[src/rtl/seven_segment_pkg.sv]
// Shared types and constants for the multiplexed seven-segment display scanner.
package seven_segment_pkg;

  typedef enum logic {
    DEAD   = 1'b0,
    ACTIVE = 1'b1
  } scan_state_e;

  localparam logic [6:0] SEG_OFF = 7'h7F;

  // Active-low {g,f,e,d,c,b,a} patterns for hex digits 0..F
  localparam logic [6:0] HEX_FONT [16] = '{
    7'h40, 7'h79, 7'h24, 7'h30, 7'h19, 7'h12, 7'h02, 7'h78,
    7'h00, 7'h10, 7'h08, 7'h03, 7'h46, 7'h21, 7'h06, 7'h0E
  };

endpackage

[src/rtl/seven_segment_hex_decode.sv]
// Combinational hex nibble to active-low segment pattern.
module seven_segment_hex_decode
  import seven_segment_pkg::*;
(
  input  logic [3:0] nibble,
  output logic [6:0] segments_n_c
);

  assign segments_n_c = HEX_FONT[nibble];

endmodule

[src/rtl/seven_segment_scanner.sv]
// Time-multiplexed common-anode display driver with frame latching, dead time,
// PWM brightness and leading-zero blanking.
module seven_segment_scanner
  import seven_segment_pkg::*;
#(
  parameter int unsigned NUM_DIGITS          = 4,
  parameter int unsigned ACTIVE_CYCLES       = 256,
  parameter int unsigned DEAD_CYCLES         = 16,
  parameter int unsigned BLANK_LEADING_ZEROS = 1
) (
  input  logic                  clk,
  input  logic                  rst,
  input  logic [15:0]           value_in,
  input  logic [2:0]            brightness,
  input  logic                  display_en,
  output logic [6:0]            segments_n,
  output logic [NUM_DIGITS-1:0] digit_en_n,
  output logic                  frame_start
);

  localparam int unsigned MAX_CYC   = (ACTIVE_CYCLES > DEAD_CYCLES) ? ACTIVE_CYCLES : DEAD_CYCLES;
  localparam int unsigned CNT_W     = $clog2(MAX_CYC);
  localparam int unsigned DIG_W     = (NUM_DIGITS > 1) ? $clog2(NUM_DIGITS) : 1;
  localparam int unsigned PWM_SHIFT = $clog2(ACTIVE_CYCLES) - 3;

  scan_state_e           state_q, state_d;
  logic [CNT_W-1:0]      cnt_q, cnt_d;
  logic [DIG_W-1:0]      digit_q, digit_d;
  logic [15:0]           shadow_q;
  logic                  restart_q;
  logic                  load_c;
  logic                  frame_c;
  logic [3:0]            nibble_c;
  logic                  upper_nz_c;
  logic                  blank_c;
  logic                  duty_c;
  logic                  lit_c;
  logic [6:0]            font_c;
  logic [6:0]            segments_d;
  logic [NUM_DIGITS-1:0] digit_en_d;

  // State and output registers; restart_q forces a fresh frame on the first edge out of reset
  always_ff @(posedge clk or posedge rst) begin
    if (rst) begin
      state_q     <= DEAD;
      cnt_q       <= '0;
      digit_q     <= '0;
      shadow_q    <= 16'h0000;
      restart_q   <= 1'b1;
      segments_n  <= SEG_OFF;
      digit_en_n  <= '1;
      frame_start <= 1'b0;
    end else begin
      state_q     <= state_d;
      cnt_q       <= cnt_d;
      digit_q     <= digit_d;
      restart_q   <= 1'b0;
      if (load_c) shadow_q <= value_in;
      segments_n  <= segments_d;
      digit_en_n  <= digit_en_d;
      frame_start <= frame_c;
    end
  end

  // Slot sequencing: DEAD_CYCLES dark, then ACTIVE_CYCLES of PWM, then next digit
  always_comb begin
    state_d = state_q;
    cnt_d   = cnt_q + CNT_W'(1);
    digit_d = digit_q;
    load_c  = 1'b0;
    frame_c = 1'b0;
    if (restart_q) begin
      state_d = DEAD;
      cnt_d   = '0;
      digit_d = '0;
      frame_c = 1'b1;
    end else begin
      case (state_q)
        DEAD: begin
          if (cnt_q == CNT_W'(DEAD_CYCLES - 1)) begin
            state_d = ACTIVE;
            cnt_d   = '0;
          end
        end
        ACTIVE: begin
          if (cnt_q == CNT_W'(ACTIVE_CYCLES - 1)) begin
            state_d = DEAD;
            cnt_d   = '0;
            if (digit_q == DIG_W'(NUM_DIGITS - 1)) begin
              digit_d = '0;
              load_c  = 1'b1;
              frame_c = 1'b1;
            end else begin
              digit_d = digit_q + DIG_W'(1);
            end
          end
        end
        default: begin
          state_d = DEAD;
          cnt_d   = '0;
        end
      endcase
    end
  end

  // Lit decision and next output values for the current digit
  always_comb begin
    nibble_c   = shadow_q[{digit_q, 2'b00} +: 4];
    upper_nz_c = 1'b0;
    for (int i = 0; i < int'(NUM_DIGITS); i++) begin
      if (int'(digit_q) <= i && shadow_q[4*i +: 4] != 4'h0) upper_nz_c = 1'b1;
    end
    blank_c    = (BLANK_LEADING_ZEROS != 0) && (digit_q != '0) && !upper_nz_c;
    duty_c     = 3'(cnt_q >> PWM_SHIFT) <= brightness;
    lit_c      = (state_q == ACTIVE) && !restart_q && display_en && !blank_c && duty_c;
    segments_d = lit_c ? font_c : SEG_OFF;
    digit_en_d = lit_c ? ~(NUM_DIGITS'(1) << digit_q) : '1;
  end

  seven_segment_hex_decode u_decode (
    .nibble       (nibble_c),
    .segments_n_c (font_c)
  );

endmodule

[config.mk]
export PLATFORM = sky130hd
export DESIGN_NAME = seven_segment_scanner
export DESIGN_NICKNAME = d
export VERILOG_FILES = /design/src/rtl/seven_segment_pkg.sv /design/src/rtl/seven_segment_hex_decode.sv /design/src/rtl/seven_segment_scanner.sv
export SDC_FILE = /design/constraint.sdc
export NUM_CORES = 1
export LEC_CHECK = 0
export ABC_CLOCK_PERIOD_IN_PS = 3100
export CORE_UTILIZATION = 45
export CTS_CLUSTER_DIAMETER = 100
export DETAILED_ROUTE_END_ITERATION = 10
export GPL_TIMING_DRIVEN = 0
export PLACE_DENSITY = 0.71
export SETUP_SLACK_MARGIN = 0.05
export SYNTH_ARGS = -nofsm -noshare
export SYNTH_HDL_FRONTEND = slang
export SYNTH_SLANG_ARGS = --single-unit
[constraint.sdc]
create_clock -name clk -period 3.1 [get_ports clk]
set_clock_uncertainty 0.15 [all_clocks]
set_input_delay 0.775 -clock clk [delete_from_list [all_inputs] [get_ports clk]]
set_output_delay 0.775 -clock clk [all_outputs]
set_load 0.01 [all_outputs]
==> results.txt, run 1 <==
Hold Crit Start: cnt_q[0]$_DFF_PP0_
Max FO, Critical Path: 10
Pre-CTS setup slack: 0.05512 ns
Post-Syn Area: 2117 µm²
Fraction of registers with async set/reset: 100.0%
Initial antenna violation count: 0
N_diodes: 0
Fin. max-slew vios: 0
Clock sink total: 40
Most common cell in the netlist: dfrtp_1
RSZ-0062 raised after global routing: false
Cell family with most CP delay: buffers and inverters
Clk root buf: clkbuf_8
CP endpoint kind: flop
Htree depth: 2
R2R Path Start: digit_q[0]$_DFFE_PP0P_
Gp weighted congestion: 0.8453
Chip width: 70.59 µm
Startpoint Class: input pin
Commonest cells in the netlist: 28 x dfrtp_1, 22 x mux2_2, 16 x nor2_1
Residual DRC: 6
Postcts setup bufs: 0
Filler cells: 397
Worst hold path class: reg -> reg
# setup viols final: 0
Reg area: 1016 µm²
Critical-path cell list: clkdlybuf4s50_1 -> inv_1 -> ha_1 -> nor2b_1 -> o21ai_0 -> a32oi_1 -> nor3_1 -> clkbuf_1 -> o311ai_0
# nets final: 261
Synth cell types: 38
Port bufs: 33
CTS tree: done
Initial core utilization: 47.64%
Seq/Total Area, Yosys: 47.99%
Slew margin rel.: 47.09%
Layout cells sized above 1: 21.78%
Die Y-Extent: 70.59 µm
Crit-path slowest cell: clkdlybuf4s50_1
P_leak: 1.131 nW
WP data required: 3.12 ns
Area Overhead vs Synth: 22.52%
Fmax: 365.2 MHz
Period minus WS final: 2.738 ns
Starting DRT DRC Count: 110
Core Region: 4444 µm²
Gate count after technology mapping: 184
Final hold viol count: 0
Post-Syn Nets: 221
Final Cycle Share: 88.34%
Metal2 WL: 1723 µm
CTS Buf Count: 5
Post-CTS Hold Fix Bufs: 0
WP buf/inv: 3
Tightest Pin Transition: 0.7924 ns
Avg Vias per Cell: 5.296
Syn_area_per_cell: 11.51 µm²
Floorplan row count: 24
Clock transition at path regs: 0.07 ns
Peak VDD IR: 0.2080 mV
Setup TNS: 0 ns
EDFF count, synth: 0
Largest cells by area after synthesis: dfrtp_1 33%, dfstp_2 15%, mux2_2 12%
Post-synth top area share: 33.10%
CP Launch Point: brightness[1]
Met3 Routed Length: 172 µm
P per Cell Area: 350.3 nW/µm²
Failing checks: design-rule violations
WL final: 3741 µm
Worst-Skew Late Latency: 0.29 ns
Status: finished with violations
Footprint of the multi-input gates: 1032 µm²
CP arrival: 2.76 ns
Fin worst setup slack: 0.3616 ns
Die area: 4983 µm²
Number of cells on the worst hold path: 1
Top FF cell, synth: dfrtp_1
Worst path depth: 9
Grt ovf: 0
Largest net degree at the start of global routing: 41
CP peak stage delay: 0.45 ns
First-pass GRT wire length: 6292 µm
Setup Crit Path Kind: in -> reg
Ports: 34
Longest Clk Path Bufs: 2
ANT nets after route: 0
Reg2reg path depth: 8
Tot GR Track Use: 16.47%
Vias: 1467
Hpwl dp: 2750 µm
Cell taking the most area after synthesis: dfrtp_1
Number of synthesized register bits: 40
Post-CTS resize count: 0
DR top layer: met4
Vias in the first global route: 1375
Routed len/inst: 13.51 µm
Metal-1 WL: 1798 µm
Max-Cap Viols: 0
Router iterations before antenna repair: 7
Yosys warnings: 0
==> where the power goes <==
group,internal (mW),switching (mW)
Combinational,0.0299,0.0214
Clock,0.158,0.170
Sequential,0.527,0.00262
Total,0.715,0.194
==> registers in the layout, indices dropped and copies added, names as in the netlist <==
signal	cells
cnt_q	8
digit_en_n	4
digit_q	2
frame_start	1
restart_q	1
segments_n	7
shadow_q	16
state_q	1
==> cells in the final DEF (no fill, tap or decap), types with 2 or more instances in the layout <==
master	instances
a21o_1	2
a21oi_1	7
clkbuf_1	4
clkbuf_8	5
clkdlybuf4s50_1	33
dfrtp_1	28
dfstp_2	12
ha_1	15
inv_1	10
mux2_2	22
mux2i_1	4
mux4_2	2
nand2_1	15
nand2b_1	2
nand3_1	4
nor2_1	16
nor2b_1	2
nor3_1	5
nor4_1	3
o211ai_1	2
o21ai_0	2
o311ai_0	4
xnor2_1	5
xor2_1	3
==> kinds of logic (layout without fill, tap and decap cells) <==
| logic type | after synthesis | count (layout) | synth area share [%] |
|---|---|---|---|
| simple gates | 52 | 52 | 12.29 |
| flops | 40 | 40 | 47.99 |
| mux | 29 | 29 | 16.78 |
| compound gates | 23 | 23 | 7.328 |
| buf+inv | 16 | 57 | 3.250 |
| fa+ha+maj | 15 | 15 | 8.865 |
| xor+xnor | 8 | 8 | 3.310 |
| other cells | 1 | 1 | 0.1771 |
==> cell type report <==
cell class              count  area share, %
multi-input cells         128          39.80
flip-flops and latches     40          39.17
repair buffers             33          12.74
clock buffers               7          2.943
well taps                  52          2.508
inverters                  11          1.592
plain buffers               5          1.061
clock inverters             1         0.1930
==> per-layer routing <==
metal	track usage (%)	vias to the layer above
met3	3.419	4
met2	25.57	39
met4	6.667	0
met5	0	-
li1	-	723
met1	22.84	701
==> final timing paths <==
path / slack (ns) / endpoint
worst max-delay path: 0.36 / segments_n[4]$_DFF_PP1_
worst min-delay path: 0.32 / cnt_q[0]$_DFF_PP0_
worst max register to register: 0.51 / segments_n[0]$_DFF_PP1_
worst min register to register: 0.32 / cnt_q[0]$_DFF_PP0_
max in group asynchronous: 1.49 / cnt_q[7]$_DFF_PP0_
min in group asynchronous: 0.80 / cnt_q[3]$_DFF_PP0_
==> per-stage QoR <==
| step | utilization [%] | hold WS, ns | cell area (µm²) | total power [mW] | cells |
|---|---|---|---|---|---|
| 6_report | 58.36 | 0.3192 | 2594 | 0.9087 | 277 |
| 5_1_grt | 58.36 | 0.3495 | 2594 | 0.9478 | 277 |
| 4_1_cts | 58.36 | 0.3207 | 2594 | 0.9166 | 277 |
| 3_5_place_dp | 56.53 | 0.3106 | 2512 | 0.5921 | 269 |
| 3_3_place_gp | 56.53 | 0.2985 | 2512 | 0.5913 | 269 |
| 2_1_floorplan | - | 0.2829 | 2117 | 0.5587 | 184 |
(Power assumes the default switching activity.)
==> inputs of run 2 (changes only) <==
--- a/config.mk
+++ b/config.mk
@@ -6,12 +6,14 @@
 export NUM_CORES = 1
 export LEC_CHECK = 0
 export ABC_CLOCK_PERIOD_IN_PS = 3100
+export CORE_MARGIN = 4
 export CORE_UTILIZATION = 45
 export CTS_CLUSTER_DIAMETER = 100
 export DETAILED_ROUTE_END_ITERATION = 10
 export GPL_TIMING_DRIVEN = 0
 export PLACE_DENSITY = 0.71
 export SETUP_SLACK_MARGIN = 0.05
+export SLEW_MARGIN = 10
 export SYNTH_ARGS = -nofsm -noshare
 export SYNTH_HDL_FRONTEND = slang
 export SYNTH_SLANG_ARGS = --single-unit
==> run 2 against run 1 <==
  * The run now ends clean
  * Wire length up 2.4%
  * Utilization up 0.20 points
  * Die area up 18%
  * Via count down 3.1%
  * Sequential share of layout area down 0.13 points
  * Maximum frequency up 1.6%
  * Total power up 2.4%
  * Critical path type unchanged
==> results.txt, run 2 (synthesis gave the netlist of run 1 again) <==
Sequential power share: 57.0% (-1.3 points)
Htree depth: 2 (unchanged)
CTS Buf Count: 5 (unchanged)
Core Region: 4444 µm² (unchanged)
Peak VDD IR: 0.1849 mV (-11%)
Initial core utilization: 47.64% (unchanged)
Clock network power share: 37.4% (+1.4 points)
Postcts setup bufs: 0 (unchanged)
Fmax: 370.9 MHz (+1.6%)
Final hold viol count: 0 (unchanged)
Clk root buf: clkbuf_8
CP peak stage delay: 0.45 ns (about the same)
Fin util: 58.56% (+0.20 points)
Filler cells: 397 (unchanged)
WP buf/inv: 3 (unchanged)
Post-CTS Hold Fix Bufs: 0 (unchanged)
Cell family with most CP delay: buffers and inverters
Max-Cap Viols: 0 (unchanged)
Period minus WS final: 2.696 ns (-0.04263 ns)
Area Overhead vs Synth: 22.93%
First-pass GRT wire length: 6651 µm (+5.7%)
Switch share: 20.59% (-0.72 points)
Commonest cells after routing, fill and taps aside: 33 x clkdlybuf4s50_1, 28 x dfrtp_1, 22 x mux2_2
Starting DRT DRC Count: 80 (-27%)
CP endpoint kind: flop
Floorplan row count: 24 (unchanged)
Max FFs per register: 16 (unchanged)
Final Cycle Share: 86.96% (-1.4 points)
Die Y-Extent: 76.59 µm (+8.5%)
Tightest Pin Transition: 0.8034 ns (+0.01101 ns)
Gp weighted congestion: 0.7561 (-11%)
CTS tree: done
Commonest non-fill, non-tap cell in the layout: clkdlybuf4s50_1
Avg Vias per Cell: 5.134 (-3.1%)
Hpwl dp: 2850 µm (+3.6%)
Tot GR Track Use: 13.95% (-2.5 points)
# nets final: 261 (unchanged)
Worst-Skew Late Latency: 0.28 ns (about the same)
Slew margin rel.: 46.36% (-0.73 points)
P_sw: 0.1916 mW (-1.1%)
CP arrival: 2.72 ns (-0.04 ns)
Setup TNS: 0 ns (unchanged)
Layout cells sized above 1: 21.78% (unchanged)
WP data required: 3.13 ns (about the same)
Clock transition at path regs: 0.07 ns (about the same)
Final non-filler cell total: 277 (unchanged)
P_leak: 1.134 nW (+0.29%)
Status: finished clean
Longest Clk Path Bufs: 2 (unchanged)
# setup viols final: 0 (unchanged)
Startpoint Class: input pin
Residual DRC: 0 (-6)
Router iterations before antenna repair: 4 (-3)
N_diodes: 0 (unchanged)
Chip width: 76.59 µm (+8.5%)
Max FO, Critical Path: 10 (unchanged)
Fin. max-slew vios: 0 (unchanged)
Crit-path slowest cell: clkdlybuf4s50_1
Largest net degree at the start of global routing: 41 (unchanged)
Post-CTS resize count: 0 (unchanged)
P per Cell Area: 357.5 nW/µm² (+2.0%)
Top reg by flops: shadow_q
Vias: 1422 (-3.1%)
Ports: 34 (unchanged)
Largest regs: shadow_q (16), cnt_q (8), segments_n (7)
Setup Crit Path Kind: in -> reg
Critical-path cell list: clkdlybuf4s50_1 -> inv_1 -> ha_1 -> nor2b_1 -> o21ai_0 -> a32oi_1 -> nor3_1 -> clkbuf_1 -> o311ai_0
Clock sink total: 40 (unchanged)
Port bufs: 33 (unchanged)
Die area: 5866 µm² (+18%)
Int Power: 0.7388 mW (+3.3%)
RSZ-0062 raised after global routing: false
Comb power frac: 5.6% (about the same)
ANT nets after route: 0 (unchanged)
Placed cells: 269 (unchanged)
Routed len/inst: 13.82 µm (+2.4%)
Initial antenna violation count: 0 (unchanged)
Worst hold path class: reg -> reg
Grt ovf: 0 (unchanged)
WL final: 3829 µm (+2.4%)
Vias in the first global route: 1427 (+3.8%)
[run 2: changes by cell type in the layout (fill, tap and decap cells not counted)]
cell | before | now
clkinv_2 | 1 | 0
clkbuf_8 | 5 | 6
[run 2: layer usage]
| metal | track usage, % | vias up | wire (µm) |
|---|---|---|---|
| met4 | 5.435 | 0 | 29 |
| li1 | - | 722 | - |
| met2 | 21.35 | 32 | 1713 |
| met3 | 2.837 | 4 | 129 |
| met1 | 19.41 | 664 | 1957 |
| met5 | 0 | - | 0 |
[run 2: stage by stage]
stage / worst slack (ns) / instance area [µm²] / total power [mW] / hold WS [ns]
global route: 0.1864 / 2603 / 0.9676 / 0.3496
detailed placement: 0.06885 / 2512 / 0.5928 / 0.3117
CTS: 0.3724 / 2603 / 0.9426 / 0.3214
global placement: 0.1081 / 2512 / 0.5914 / 0.3001
floorplan: 0.8209 / 2117 / 0.5587 / 0.2829
finish: 0.4042 / 2603 / 0.9303 / 0.3176
[run 2: final timing paths]
check | slack, ns | to | cells after the start | start
worst max register to register | 0.52 | segments_n[0]$_DFF_PP1_ | 8 | digit_q[0]$_DFFE_PP0P_
worst min-delay path | 0.32 | cnt_q[0]$_DFF_PP0_ | 1 | cnt_q[0]$_DFF_PP0_
max in group asynchronous | 1.48 | frame_start$_DFF_PP0_ | 2 | rst
min in group asynchronous | 0.81 | cnt_q[2]$_DFF_PP0_ | 2 | rst
worst min register to register | 0.32 | cnt_q[0]$_DFF_PP0_ | 1 | cnt_q[0]$_DFF_PP0_
worst max-delay path | 0.40 | segments_n[2]$_DFF_PP1_ | 9 | brightness[1]
[run 2: power groups by stage]
stage          clock (mW)  combinational [mW]  sequential, mW
6_report            0.348              0.0522           0.530
5_1_grt             0.379              0.0586           0.530
4_1_cts             0.359              0.0536           0.530
3_5_place_dp            0              0.0532           0.540
3_3_place_gp            0              0.0522           0.539
2_1_floorplan           0              0.0193           0.539
[run 2: cell type report]
class | count | area, µm² | share of cell area (%)
Multi-Input combinational cell | 128 | 1032 | 39.66
Sequential cell | 40 | 1016 | 39.04
Timing Repair Buffer | 33 | 330.3 | 12.69
Clock buffer | 8 | 90.09 | 3.462
Tap cell | 52 | 65.06 | 2.500
Inverter | 11 | 41.29 | 1.587
Buffer | 5 | 27.53 | 1.058
[run 2: worst reg2reg max path: stages (launching register included)]
cell	delay (ns)
dfrtp_1	0.47
buf_1	0.40
mux4_2	0.65
inv_1	0.14
ha_1	0.22
nor3_1	0.07
a21oi_1	0.13
a21oi_1	0.08
o21ai_0	0.18
==> inputs of run 3 (changes only) <==
--- a/config.mk
+++ b/config.mk
@@ -6,6 +6,7 @@
 export NUM_CORES = 1
 export LEC_CHECK = 0
 export ABC_CLOCK_PERIOD_IN_PS = 3100
+export CORE_ASPECT_RATIO = 0.6
 export CORE_MARGIN = 4
 export CORE_UTILIZATION = 45
 export CTS_CLUSTER_DIAMETER = 100
@@ -13,6 +14,7 @@
 export GPL_TIMING_DRIVEN = 0
 export PLACE_DENSITY = 0.71
 export SETUP_SLACK_MARGIN = 0.05
+export SKIP_LAST_GASP = 1
 export SLEW_MARGIN = 10
 export SYNTH_ARGS = -nofsm -noshare
 export SYNTH_HDL_FRONTEND = slang
==> run 3 against run 2 <==
  * Clock power is 17% higher
  * Final area is 2.0% higher
  * Cell count is 4.3% higher
  * Sequential share of layout area is 0.75 points lower
  * Total power is 6.7% higher
  * Largest power group unchanged
==> results.txt, run 3 (synthesis gave the netlist of run 1 again) <==
Vias in the first global route: 1370 (-4.0%)
Critical-path cell list: clkdlybuf4s50_1 -> inv_1 -> ha_1 -> nor2b_1 -> o21ai_0 -> a32oi_1 -> nor3_1 -> clkbuf_1 -> o311ai_0
Post-CTS resize count: 0 (unchanged)
Area Overhead vs Synth: 25.35%
Postcts setup bufs: 0 (unchanged)
Floorplan row count: 19 (-21%)
Fin worst setup slack: 0.2962 ns (-0.1080 ns)
Max FO, Critical Path: 10 (unchanged)
CP peak stage delay: 0.45 ns (about the same)
Core Region: 4564 µm² (+2.7%)
# nets final: 262 (+0.38%)
CTS Buf Count: 5 (unchanged)
Final hold viol count: 0 (unchanged)
Largest regs: shadow_q (16), cnt_q (8), segments_n (7)
Die Y-Extent: 61.13 µm (-20%)
Hold slack final: 0.3124 ns (-0.005239 ns)
Gp weighted congestion: 0.8422 (+11%)
Worst hold path class: reg -> reg
Port bufs: 33 (unchanged)
Avg Vias per Cell: 5.159 (+0.50%)
Status: finished clean
Initial core utilization: 46.38% (-1.3 points)
Crit-path slowest cell: clkdlybuf4s50_1
Layout cells sized above 1: 22.57% (+0.79 points)
WL final: 4077 µm (+6.5%)
Max-Cap Viols: 0 (unchanged)
First-pass GRT wire length: 6686 µm (+0.53%)
Commonest non-fill, non-tap cell in the layout: clkdlybuf4s50_1
Fin. max-slew vios: 0 (unchanged)
R2R Path Start: digit_q[1]$_DFFE_PP0P_
Longest Clk Path Bufs: 2 (unchanged)
Peak VDD IR: 0.2239 mV (+21%)
CP endpoint kind: flop
Clk root buf: clkbuf_8
Largest net degree at the start of global routing: 41 (unchanged)
ANT nets after route: 0 (unchanged)
CP arrival: 2.81 ns (+0.09 ns)
P per Cell Area: 374.0 nW/µm² (+4.6%)
Htree depth: 2 (unchanged)
N_diodes: 0 (unchanged)
Grt ovf: 0 (unchanged)
Fin util: 58.14% (-0.42 points)
Fmax: 356.7 MHz (-3.9%)
Router iterations before antenna repair: 4 (unchanged)
WP data required: 3.11 ns (-0.02 ns)
Period minus WS final: 2.804 ns (+0.1080 ns)
Commonest cells after routing, fill and taps aside: 33 x clkdlybuf4s50_1, 28 x dfrtp_1, 22 x mux2_2
Hpwl dp: 3101 µm (+8.8%)
# setup viols final: 0 (unchanged)
Tot GR Track Use: 15.14% (+1.2 points)
Ports: 34 (unchanged)
CP Launch Point: brightness[1]
Max FFs per register: 16 (unchanged)
Clock transition at path regs: 0.07 ns (about the same)
Initial antenna violation count: 0 (unchanged)
Slew margin rel.: 64.14% (+18 points)
Pre-CTS setup slack: 0.01165 ns (-0.05720 ns)
Starting DRT DRC Count: 109 (+36%)
CTS tree: done
Setup Crit Path Kind: in -> reg
Tightest Pin Transition: 0.5378 ns (-0.2656 ns)
Hold Crit Start: cnt_q[0]$_DFF_PP0_
Residual DRC: 0 (unchanged)
Reg2Reg Setup Slack: 0.47 ns (-0.05 ns)
Final Cycle Share: 90.44% (+3.5 points)
Total power: 0.9926 mW (+6.7%)
Setup TNS: 0 ns (unchanged)
Chip width: 96.55 µm (+26%)
Worst-Skew Late Latency: 0.29 ns (about the same)
P_leak: 1.153 nW (+1.7%)
Top reg by flops: shadow_q
Die area: 5902 µm² (+0.61%)
Vias: 1491 (+4.9%)
Clock sink total: 40 (unchanged)
RSZ-0062 raised after global routing: false
Routed len/inst: 14.11 µm (+2.1%)
Startpoint Class: input pin
Post-CTS Hold Fix Bufs: 0 (unchanged)
==> run 3: changes by cell type in the layout (fill, tap and decap cells not counted) <==
cell and change:
clkbuf_1 -1, buf_12 +1, clkinv_2 +1, bufinv_16 +1, clkbuf_8 -1
==> run 3: worst max-delay path, delay by kind of cell <==
family	cells	cell delay, ns
buffers and inverters	3	0.86
AOI/OAI and AO/OA	3	0.50
and+or+nand+nor	2	0.37
adders and majority gates	1	0.29
==> run 3: cell type report <==
type	instances	area (µm²)
multi-input cells	128	1032
clock inverters	2	35.03
clock buffers	6	72.57
plain buffers	5	27.53
inverters	11	41.29
flip-flops and latches	40	1016
well taps	63	78.83
fillers	399	1911
repair buffers	34	350.3
==> run 3: path summary, 6_finish.rpt <==
path,endpoint,cells after the start
min in group asynchronous,shadow_q[11]$_DFFE_PP0P_,3
worst max-delay path,segments_n[4]$_DFF_PP1_,9
max in group asynchronous,segments_n[2]$_DFF_PP1_,3
worst max register to register,segments_n[4]$_DFF_PP1_,8
worst min-delay path,cnt_q[0]$_DFF_PP0_,1
worst min register to register,cnt_q[0]$_DFF_PP0_,1
==> run 3: layer usage <==
metal | GRT usage [%] | vias to the layer above | part of all wire, % | routed length, µm
li1 | - | 724 | - | -
met1 | 23.34 | 709 | 53 | 2170
met2 | 20.20 | 56 | 37 | 1512
met3 | 5.250 | 2 | 9.3 | 378
met4 | 3.393 | 0 | 0.37 | 15
met5 | 0 | - | 0 | 0
==> run 3: power by group <==
| group | switching (mW) | internal, mW | total, mW |
|---|---|---|---|
| logic | 0.0224 | 0.0326 | 0.0550 |
| registers | 0.00288 | 0.527 | 0.530 |
| clock network | 0.169 | 0.239 | 0.407 |
| total | 0.194 | 0.799 | 0.993 |
==> run 3: metrics by stage <==
step / area, µm² / std cells
2_1_floorplan: 2117 / 184
3_3_place_gp: 2526 / 280
3_5_place_dp: 2546 / 281
4_1_cts: 2654 / 289
5_1_grt: 2654 / 289
6_report: 2654 / 289
